<file path="config.mk">
export PLATFORM = sky130hd
export DESIGN_NAME = uart_rx_fifo
export DESIGN_NICKNAME = d
export VERILOG_FILES = /design/src/rtl/uart_rx_fifo.sv
export SDC_FILE = /design/constraint.sdc
export NUM_CORES = 1
export LEC_CHECK = 0
export CAP_MARGIN = 30
export CELL_PAD_IN_SITES_DETAIL_PLACEMENT = 2
export CELL_PAD_IN_SITES_GLOBAL_PLACEMENT = 2
export CORE_AREA = 2 2 162 164
export DETAILED_ROUTE_END_ITERATION = 16
export DIE_AREA = 0 0 164 166
export PLACE_DENSITY_LB_ADDON = 0.25
export RECOVER_POWER = 100
export SLEW_MARGIN = 20
export SYNTH_ARGS = -nofsm -noshare
export SYNTH_HDL_FRONTEND = slang
export SYNTH_SLANG_ARGS = --single-unit
export TNS_END_PERCENT = 10
</file>
<file path="constraint.sdc">
create_clock -name clk -period 7 [get_ports clk]
set_input_delay 0.7 -clock clk [delete_from_list [all_inputs] [get_ports clk]]
set_output_delay 0.7 -clock clk [all_outputs]
set_load 0.005 [all_outputs]
</file>
<file path="src/rtl/uart_rx_fifo.sv">
// Show-ahead receive FIFO behind uart_rx with end-of-line counting and sticky overflow.
// Define UART_RX_FIFO_ECHO_EN to add a one-entry echo register toward uart_tx.
module uart_rx_fifo #(
  parameter int unsigned DEPTH    = 16,
  parameter int unsigned ADDR_W   = 4,
  parameter logic [7:0]  EOL_CHAR = 8'h0A
) (
  input  logic              clk,
  input  logic              rst_n,
  input  logic [7:0]        rdata,
  input  logic              rvld,
  input  logic              rd_en,
  output logic [7:0]        rd_data,
  output logic              empty,
  output logic              full,
  output logic [ADDR_W:0]   count,
  output logic [ADDR_W:0]   line_cnt,
  output logic              overflow,
  input  logic              ovf_clr,
  output logic [7:0]        echo_tdata,
  output logic              echo_tvld,
  input  logic              echo_trdy
);

  localparam logic [ADDR_W:0] FullCnt = (ADDR_W + 1)'(DEPTH);

  logic [7:0]        mem_q [DEPTH];
  logic [ADDR_W-1:0] wr_ptr_q, rd_ptr_q;
  logic [ADDR_W:0]   count_q, count_d;
  logic [ADDR_W:0]   line_cnt_q, line_cnt_d;
  logic              overflow_q, overflow_d;

  logic push, pop, drop, push_eol, pop_eol;

  assign empty = (count_q == '0);
  assign full  = (count_q == FullCnt);

  // A pop frees a slot on the same edge, so a full FIFO still accepts a byte.
  assign pop      = rd_en && !empty;
  assign push     = rvld && (!full || pop);
  assign drop     = rvld && full && !pop;
  assign push_eol = push && (rdata == EOL_CHAR);
  assign pop_eol  = pop && (mem_q[rd_ptr_q] == EOL_CHAR);

  always_comb begin
    count_d = count_q;
    unique case ({push, pop})
      2'b10:   count_d = count_q + 1'b1;
      2'b01:   count_d = count_q - 1'b1;
      default: count_d = count_q;
    endcase

    line_cnt_d = line_cnt_q;
    unique case ({push_eol, pop_eol})
      2'b10:   line_cnt_d = line_cnt_q + 1'b1;
      2'b01:   line_cnt_d = line_cnt_q - 1'b1;
      default: line_cnt_d = line_cnt_q;
    endcase

    overflow_d = overflow_q;
    if (drop) begin
      overflow_d = 1'b1;
    end else if (ovf_clr) begin
      overflow_d = 1'b0;
    end
  end

  always_ff @(posedge clk or negedge rst_n) begin
    if (!rst_n) begin
      wr_ptr_q   <= '0;
      rd_ptr_q   <= '0;
      count_q    <= '0;
      line_cnt_q <= '0;
      overflow_q <= 1'b0;
    end else begin
      if (push) wr_ptr_q <= wr_ptr_q + 1'b1;
      if (pop)  rd_ptr_q <= rd_ptr_q + 1'b1;
      count_q    <= count_d;
      line_cnt_q <= line_cnt_d;
      overflow_q <= overflow_d;
    end
  end

  // Storage needs no reset; occupancy is tracked by count_q.
  always_ff @(posedge clk) begin
    if (push) mem_q[wr_ptr_q] <= rdata;
  end

  assign rd_data  = empty ? 8'h00 : mem_q[rd_ptr_q];
  assign count    = count_q;
  assign line_cnt = line_cnt_q;
  assign overflow = overflow_q;

`ifdef UART_RX_FIFO_ECHO_EN
  logic [7:0] echo_tdata_q;
  logic       echo_tvld_q;

  always_ff @(posedge clk or negedge rst_n) begin
    if (!rst_n) begin
      echo_tvld_q  <= 1'b0;
      echo_tdata_q <= 8'h00;
    end else if (push && (!echo_tvld_q || echo_trdy)) begin
      echo_tvld_q  <= 1'b1;
      echo_tdata_q <= rdata;
    end else if (echo_tvld_q && echo_trdy) begin
      echo_tvld_q  <= 1'b0;
    end
  end

  assign echo_tvld  = echo_tvld_q;
  assign echo_tdata = echo_tdata_q;
`else
  logic unused_echo_trdy;
  assign unused_echo_trdy = echo_trdy;
  assign echo_tvld        = 1'b0;
  assign echo_tdata       = 8'h00;
`endif

endmodule

</file>
==> results of run 1 <==
[cells in the mapped netlist, drive strengths merged (4+ instances only)]
master,instances
nor3,8
mux2,4
a22oi,4
xor2,5
o22ai,7
a21oi,4
nor2b,4
inv,11
nand2,20
nor2,21
mux2i,4
mux4,32
and3,5
ha,12
dfrtp,19
nand3,5
xnor2,9
buf,19
edfxtp,128
o21ai,5
nand2b,6
[critical path, cell delays in order (launching register included)]
cell     delay (ns)
dfrtp_1        1.16
buf_4          0.45
mux4_1         0.63
o22ai_1        0.22
o22ai_1        0.13
nor2_1         0.22
nor4b_1        0.56
ha_1           0.35
inv_1          0.11
fa_1           0.42
nor2b_1        0.12
o21ai_0        0.10
and3_1         0.20
nor3_1         0.19
xor2_1         0.18
[cells by family (layout without fill, tap and decap cells)]
logic type | count (synthesis) | in the layout
adder cells (fa/ha/maj) | 14 | 14
flip-flops | 147 | 147
AND/OR/NAND/NOR | 78 | 78
buffers and inverters | 33 | 90
AO/OA/AOI/OAI | 25 | 25
multiplexers | 40 | 40
XOR/XNOR | 14 | 14
other | 1 | 9
[state kept, by name, indices dropped and copies added (netlist names)]
| register | count |
|---|---|
| mem_q | 128 |
| count | 5 |
| line_cnt | 5 |
| rd_ptr_q | 4 |
| wr_ptr_q | 4 |
| overflow | 1 |
[per-stage QoR]
step / hold slack [ns] / util [%]
global route: 0.532 / 29.3
CTS: 0.494 / 29.8
finish: 0.479 / 29.3
global placement: 0.465 / 27.0
detailed placement: 0.480 / 27.4
floorplan: 0.404 / -
[path summary, 6_finish.rpt]
kind	endpoint	depth (start not counted)	slack [ns]	from
worst max register to register	line_cnt[4]	14	1.86	rd_ptr_q[0]
worst max-delay path	line_cnt[4]	14	1.86	rd_ptr_q[0]
worst min-delay path	count[2]	1	0.48	rst_n
worst min register to register	line_cnt[4]	1	0.48	line_cnt[4]
min in group clk	line_cnt[4]	1	0.48	line_cnt[4]
max in group asynchronous	line_cnt[1]	1	5.84	rst_n
[layout make-up]
cell class	count	area, um2	area share (%)
Multi-Input combinational cell	180	1740	23.2
Clock inverter	12	164	2.18
Sequential cell	147	4320	57.5
Inverter	11	41.3	0.549
Tap cell	335	419	5.58
Timing Repair Buffer	48	399	5.31
Clock buffer	19	433	5.76
[per-layer routing]
| layer | global-route usage, % | share of wire, % |
|---|---|---|
| met1 | 14.8 | 43 |
| met2 | 21.3 | 54 |
| met3 | 2.57 | 2.4 |
| met4 | 3.78 | 1.0 |
| met5 | 0 | 0 |
[power breakdown]
| part | leakage [nW] | switching [mW] | internal, mW | total (mW) |
|---|---|---|---|---|
| Sequential | 1.39 | 0.120 | 1.07 | 1.19 |
| Combinational | 0.913 | 0.437 | 0.437 | 0.874 |
| Clock | 0.281 | 0.345 | 0.589 | 0.933 |
| Total | 2.58 | 0.902 | 2.10 | 3.00 |
==> impl_metrics.json, run 1 <==
{
  "routed_wl_um": 15600,
  "synth_area_per_cell_um2": 17.8,
  "grt_usage_pct": 12.1,
  "min_path_type": "input pin to async pin",
  "drc": 0,
  "dr.pass1.iters": 4,
  "required_ns": 7.34,
  "period_needed_ns": 5.14,
  "synth_area_leaders": "edfxtp_1 (61%), dfrtp_1 (7.6%), mux4_2 (6.8%)",
  "power_leakage_nw": 2.58,
  "syn2layout_area_growth_pct": 20.1,
  "cts.hold.buffers_added": 0,
  "layout.nets": 433,
  "status": "finished, violations left",
  "cts_buffers": 17,
  "clock.fmax_mhz": 194,
  "wl_per_cell_um": 20.7,
  "synthMuxAreaShare_pct": 13.8,
  "pre_cts_ws_ns": 2.40,
  "cap_viol_max_count": 1,
  "max-slew-margin-rel_pct": -35.1,
  "hold_viol": 0,
  "post_cts_buffers": 0,
  "ys.flop_type": "edfxtp_1",
  "cts_htree_levels": 4,
  "initialDrtViolationCount": 202,
  "core_um2": 25600,
  "vias_per_cell": 4.34,
  "final_cell_mix": "edfxtp_1 (128), dlygate4sd3_1 (29), nor2_1 (21)",
  "die-area_um2": 27200,
  "placementRows": 59,
  "die_y_um": 166,
  "dp_hpwl_um": 10500,
  "clockRootBuffer": "clkbuf_16",
  "grt_pass1_vias": 3724,
  "final-setup-viol-count": 0,
  "synthArstFlopShare_pct": 12.9,
  "synth_top_family_by_area": "multiplexers",
  "clock-sinks": 147,
  "antenna_found_initial": 0,
  "vias": 3263,
  "grt_max_degree": 29,
  "grt-ovfl-total": 0,
  "cts_tree": "yes",
  "syn-cell-area_um2": 6260,
  "initial_utilization_pct": 24.4,
  "synth_area_leader_cell": "edfxtp_1",
  "fillers": 2600,
  "worstPathMaxFanout": 19,
  "power.total_mw": 3.00,
  "rsz0062_at_grt": "no",
  "violations": "capacitance limit, slew limit",
  "worstMarginPinSlew_ns": 2.01,
  "fin_cells": 752,
  "fin_skew_ns": 0.00770,
  "synth-adder-area-share_pct": 3.04,
  "final_area_um2": 7520,
  "finalSetupTns_ns": 0,
  "end_kind": "flip-flop",
  "clk_pin_slew_ns": 0.06,
  "powerDensity_nw_per_um2": 399,
  "yosys.area_share.simple_pct": 6.41,
  "finalMaxSlewViolations": 9,
  "ios": 44,
  "antenna_left": 0,
  "period_share_pct": 73.5,
  "critPathKind": "flip-flop to flip-flop",
  "dpl_cell_area_um2": 7030,
  "place.gp.congestion": 0.722,
  "grt_first_pass_wirelength_um": 23700,
  "synth_top_area_share_pct": 61.4,
  "drive_gt1_share_pct": 12.7,
  "antenna_cells": 0,
  "die_x_um": 164,
  "synth_edf_count": 128,
  "port_buffers": 33,
  "synth_compound_area_share_pct": 2.54,
  "ir_drop_mv": 0.225,
  "cts.path.max_buffers": 2,
  "synth_cell_types": 44,
  "worst_slack_ns": 1.86,
  "worstPathArrival_ns": 5.48,
  "yosysWarningCount": 0,
  "ys_seq_area_share_pct": 69.0,
  "placed_cells": 718,
  "final_common_cell": "edfxtp_1",
  "start_kind": "flip-flop",
  "ys_seq_elements": 147,
  "worstSkewPairLatency_ns": 0.42,
  "synth_cells": 352,
  "post_cts_resize_count": 0,
  "yosys.area_share.xor_xnor_pct": 1.96
}
Power figures use the tool's default switching activity.
==> run 2, diff against run 1 <==
Clock period 7 ns to 4.2 ns, I/O delays scaled along.
==> run 2 against run 1 <==
The flow now finishes without violations. Clock power increased by 65%. Sequential share of layout area decreased by 0.96 points. Highest routed layer unchanged. Power increased by 68%. Die area unchanged. Critical path type unchanged. Final cell count increased by 2.7%.
==> impl_metrics.json, run 2 (same netlist as run 1, synthesis figures left out) <==
{
  "cts.hold.buffers_added": 0,
  "powerDensity_nw_per_um2": 658,
  "initial_utilization_pct": 24.4,
  "cp_cell_sequence": "buf_12 > mux4_2 > a22oi_1 > and3_1 > nand2b_1 > nor4b_2 > buf_4 > ha_1 > inv_1 > fa_1 > nor2b_1 > o21ai_0 > and3_1 > nor3_1 > xor2_1",
  "end_kind": "flip-flop",
  "die_y_um": 166,
  "r2r_end": "line_cnt[4]",
  "ios": 44,
  "rsz0062_at_grt": "no",
  "antenna_left": 0,
  "r2r-start": "rd_ptr_q[0]",
  "cts_htree_levels": 4,
  "required_ns": 4.55,
  "dpl_cell_area_um2": 7150,
  "routed_wl_um": 15200,
  "layout.nets": 452,
  "clock-sinks": 147,
  "cts.path.max_buffers": 2,
  "cap_viol_max_count": 0,
  "clock.fmax_mhz": 264,
  "worstPathArrival_ns": 4.13,
  "place.gp.congestion": 0.707,
  "fillers": 2618,
  "port_buffers": 33,
  "min_path_type": "input pin to async pin",
  "finalHoldWorstSlack_ns": 0.400,
  "drive_gt1_share_pct": 15.3,
  "worstPathMaxFanout": 31,
  "grt_first_pass_wirelength_um": 23600,
  "dp_hpwl_um": 10500,
  "finalSetupTns_ns": 0,
  "grt_pass1_vias": 3749,
  "hold_viol": 0,
  "die-area_um2": 27200,
  "core_um2": 25600,
  "dr.pass1.iters": 4,
  "vias_per_cell": 4.30,
  "drc": 0,
  "ir_drop_mv": 0.277,
  "post_cts_resize_count": 0,
  "die_x_um": 164,
  "cpPeakStageDelay_ns": 0.57,
  "antenna_cells": 0,
  "critPathKind": "flip-flop to flip-flop",
  "final_area_um2": 7650,
  "cp_common_cell": "and3_1",
  "rr_worst_depth": 15,
  "reg2reg_slack_ns": 0.41,
  "worstMarginPinSlew_ns": 1.03,
  "placementRows": 59,
  "post_cts_buffers": 0,
  "start_kind": "flip-flop",
  "clk_pin_slew_ns": 0.06,
  "status": "finished clean",
  "clockRootBuffer": "clkbuf_16",
  "period_share_pct": 90.1,
  "grt_usage_pct": 12.1,
  "regMostFlops": "mem_q",
  "power_leakage_nw": 2.65,
  "wl_per_cell_um": 19.8,
  "final_cell_mix": "edfxtp_1 (128), dlygate4sd3_1 (29), clkbuf_1 (24)",
  "final-setup-viol-count": 0,
  "critPathSlowestCell": "mux4_2",
  "cts_buffers": 17,
  "grt_max_degree": 32,
  "worstSkewPairLatency_ns": 0.42,
  "fin_skew_ns": 0.00702,
  "cts_tree": "yes",
  "syn2layout_area_growth_pct": 22.1,
  "max-slew-margin-rel_pct": 31.1,
  "grt-ovfl-total": 0,
  "largest_reg_flops": 128,
  "antenna_found_initial": 0,
  "vias": 3319,
  "final_common_cell": "edfxtp_1",
  "period_needed_ns": 3.79,
  "initialDrtViolationCount": 214,
  "finalMaxSlewViolations": 0
}
run 2: cell types whose count changed in the layout (fill, tap and decap cells not counted), sizes merged:
cell           previous run  this run
inv                      11        18
clkinv                    5         6
clkinvlp                  3         0
buf                       3        10
clkdlybuf4s50             3         4
clkbuf                   32        41
bufinv                    4         2
run 2: routing by layer:
layer	vias to the layer above	GRT usage [%]	routed length [um]
met3	19	2.62	314
met1	1760	15.3	6860
met2	41	20.3	7850
met4	0	4.00	231
met5	-	0	0
li1	1499	-	-
run 2: report_power, final:
group / internal, mW / switching [mW] / total [mW] / leakage [nW]
clock: 0.894 / 0.642 / 1.54 / 0.296
sequential: 1.79 / 0.149 / 1.94 / 1.39
combinational: 0.768 / 0.787 / 1.56 / 0.967
run 2: cell type report:
class,instances,area [um2],share of cell area [%]
inverters,11,41.3,0.540
clock inverters,15,173,2.26
multi-input cells,180,1750,22.9
well taps,335,419,5.48
flip-flops and latches,147,4320,56.5
repair buffers,67,520,6.81
clock buffers,17,425,5.56
run 2: worst max-delay path by stage:
stage	from	to	slack, ns	depth (start not counted)
final	rd_ptr_q[0]	line_cnt[4]	0.41	15
after global routing	rd_ptr_q[0]	line_cnt[4]	0.16	15
after CTS	rd_ptr_q[0]	line_cnt[4]	0.39	15
after detailed placement	rd_ptr_q[0]	line_cnt[4]	0.43	15
after global placement	rd_ptr_q[0]	line_cnt[4]	0.45	15
after floorplan	rd_ptr_q[0]	line_cnt[4]	0.96	15
run 2: metrics by stage:
stage	setup slack [ns]	util (%)	total power, mW	instances
5_1_grt	0.164	29.9	5.32	772
3_5_place_dp	0.432	27.9	3.68	737
3_3_place_gp	0.451	27.8	3.62	734
4_1_cts	0.394	30.3	5.23	769
2_1_floorplan	0.963	-	2.96	360
6_report	0.414	29.9	5.03	772
run 2: critical path: cells and delay by family (launching register included):
family	cells	cell delay, ns
AO/OA/AOI/OAI	2	0.39
XOR/XNOR	1	0.17
adder cells (fa/ha/maj)	2	0.55
buffers and inverters	3	0.50
flip-flops	1	0.40
multiplexers	1	0.57
AND/OR/NAND/NOR	6	1.11
==> run 3, diff against run 2 <==
Settings changed: SLEW_MARGIN 20 to not set.
==> run 3 against run 2 <==
Core utilization decreased by 0.083 points. Sequential power is essentially flat. Largest cell class unchanged. Worst hold slack got worse by 0.00074 ns. Worst setup slack worse by 0.025 ns. Sequential share of layout area grew 0.16 points. Critical path depth is the same. Clock power barely moved.
==> impl_metrics.json, run 3 (same netlist as run 1, synthesis figures left out) <==
{
  "period_share_pct": 90.7,
  "max-slew-margin-rel_pct": 35.4,
  "grt_usage_pct": 12.1,
  "critPathSlowestCell": "mux4_1",
  "initial_utilization_pct": 24.4,
  "critPathKind": "flip-flop to flip-flop",
  "final_common_cell": "edfxtp_1",
  "die_x_um": 164,
  "antenna_cells": 0,
  "ios": 44,
  "clk_pin_slew_ns": 0.06,
  "worstMarginPinSlew_ns": 0.965,
  "rsz0062_at_grt": "no",
  "regMostFlops": "mem_q",
  "cts_tree": "yes",
  "end_kind": "flip-flop",
  "fin_skew_ns": 0.00582,
  "cap_viol_max_count": 0,
  "antenna_found_initial": 0,
  "routed_wl_um": 15300,
  "syn2layout_area_growth_pct": 21.8,
  "place.gp.congestion": 0.707,
  "grt_first_pass_wirelength_um": 23600,
  "layout.nets": 451,
  "cts.path.max_buffers": 2,
  "fillers": 2616,
  "hold_viol": 0,
  "die-area_um2": 27200,
  "start_kind": "flip-flop",
  "port_buffers": 33,
  "ir_drop_mv": 0.279,
  "placementRows": 59,
  "regArea_um2": 4320,
  "cp_common_cell": "nor2_1",
  "vias": 3376,
  "cpPeakStageDelay_ns": 0.62,
  "worstSkewPairLatency_ns": 0.42,
  "min_path_type": "input pin to async pin",
  "clockRootBuffer": "clkbuf_16",
  "multi_input_area_um2": 1740,
  "die_y_um": 166,
  "dr.pass1.iters": 4,
  "final_cell_mix": "edfxtp_1 (128), dlygate4sd3_1 (29), clkbuf_1 (23)",
  "vias_per_cell": 4.38,
  "core_um2": 25600,
  "powerDensity_nw_per_um2": 655,
  "clock-sinks": 147,
  "drive_gt1_share_pct": 15.4,
  "initialDrtViolationCount": 191,
  "post_cts_resize_count": 0,
  "required_ns": 4.55,
  "status": "finished clean",
  "finalMaxSlewViolations": 0,
  "post_cts_buffers": 0,
  "path_delay_family": "simple AND/OR/NAND/NOR gates",
  "worstPathArrival_ns": 4.16,
  "wl_per_cell_um": 19.9,
  "cts.hold.buffers_added": 0,
  "clock.fmax_mhz": 262,
  "finalHoldWorstSlack_ns": 0.399,
  "worstPathMaxFanout": 31,
  "grt_pass1_vias": 3764,
  "grt_max_degree": 32,
  "crit_buf_inv": 3,
  "power_leakage_nw": 2.64,
  "cts_htree_levels": 4,
  "final-setup-viol-count": 0,
  "finalSetupTns_ns": 0,
  "largest_reg_flops": 128,
  "antenna_left": 0,
  "cts_buffers": 17,
  "drc": 0,
  "grt-ovfl-total": 0,
  "period_needed_ns": 3.81,
  "dp_hpwl_um": 10500,
  "cp_cell_sequence": "buf_12 > mux4_1 > o22ai_1 > nor2_1 > nor2_1 > nor4b_1 > buf_4 > ha_1 > inv_1 > fa_1 > nor2b_1 > o21ai_0 > and3_1 > nor3_1 > xor2_1",
  "power.total_mw": 5.00
}
## run 3: final timing paths
| check | from | to | slack (ns) | cells after the start |
|---|---|---|---|---|
| setup / recovery | rd_ptr_q[0] | line_cnt[4] | 0.39 | 15 |
| hold / removal | rst_n | count[2] | 0.40 | 1 |
| setup reg to reg | rd_ptr_q[0] | line_cnt[4] | 0.39 | 15 |
| hold reg to reg | line_cnt[4] | line_cnt[4] | 0.47 | 1 |
| max in group asynchronous | rst_n | line_cnt[3] | 2.90 | 2 |
| min in group clk | line_cnt[4] | line_cnt[4] | 0.47 | 1 |
## run 3: final cells by class
cell class / instances / share of cell area (%)
clock buffers: 17 / 5.58
clock inverters: 15 / 2.12
inverters: 11 / 0.541
multi-input cells: 180 / 22.8
flip-flops and latches: 147 / 56.7
well taps: 335 / 5.50
repair buffers: 66 / 6.78
## run 3: metal layers
layer,GRT usage [%],up-vias,part of all wire [%],routed length (um)
met5,0,-,0,0
met2,20.5,58,52,7890
met1,15.1,1796,44,6740
met3,2.62,19,2.5,384
li1,-,1503,-,-
met4,4.35,0,2.0,299
## run 3: report_power, final
part | switching, mW | internal, mW
sequential | 0.151 | 1.79
clock | 0.662 | 0.843
combinational | 0.784 | 0.767
## run 3: through the flow
stage / utilization, % / area (um2) / std cells / worst slack [ns]
CTS: 30.2 / 7740 / 769 / 0.404
detailed placement: 27.9 / 7150 / 737 / 0.442
global placement: 27.8 / 7120 / 734 / 0.451
floorplan: - / 6290 / 360 / 0.963
global route: 29.8 / 7630 / 771 / 0.110
finish: 29.8 / 7630 / 771 / 0.389
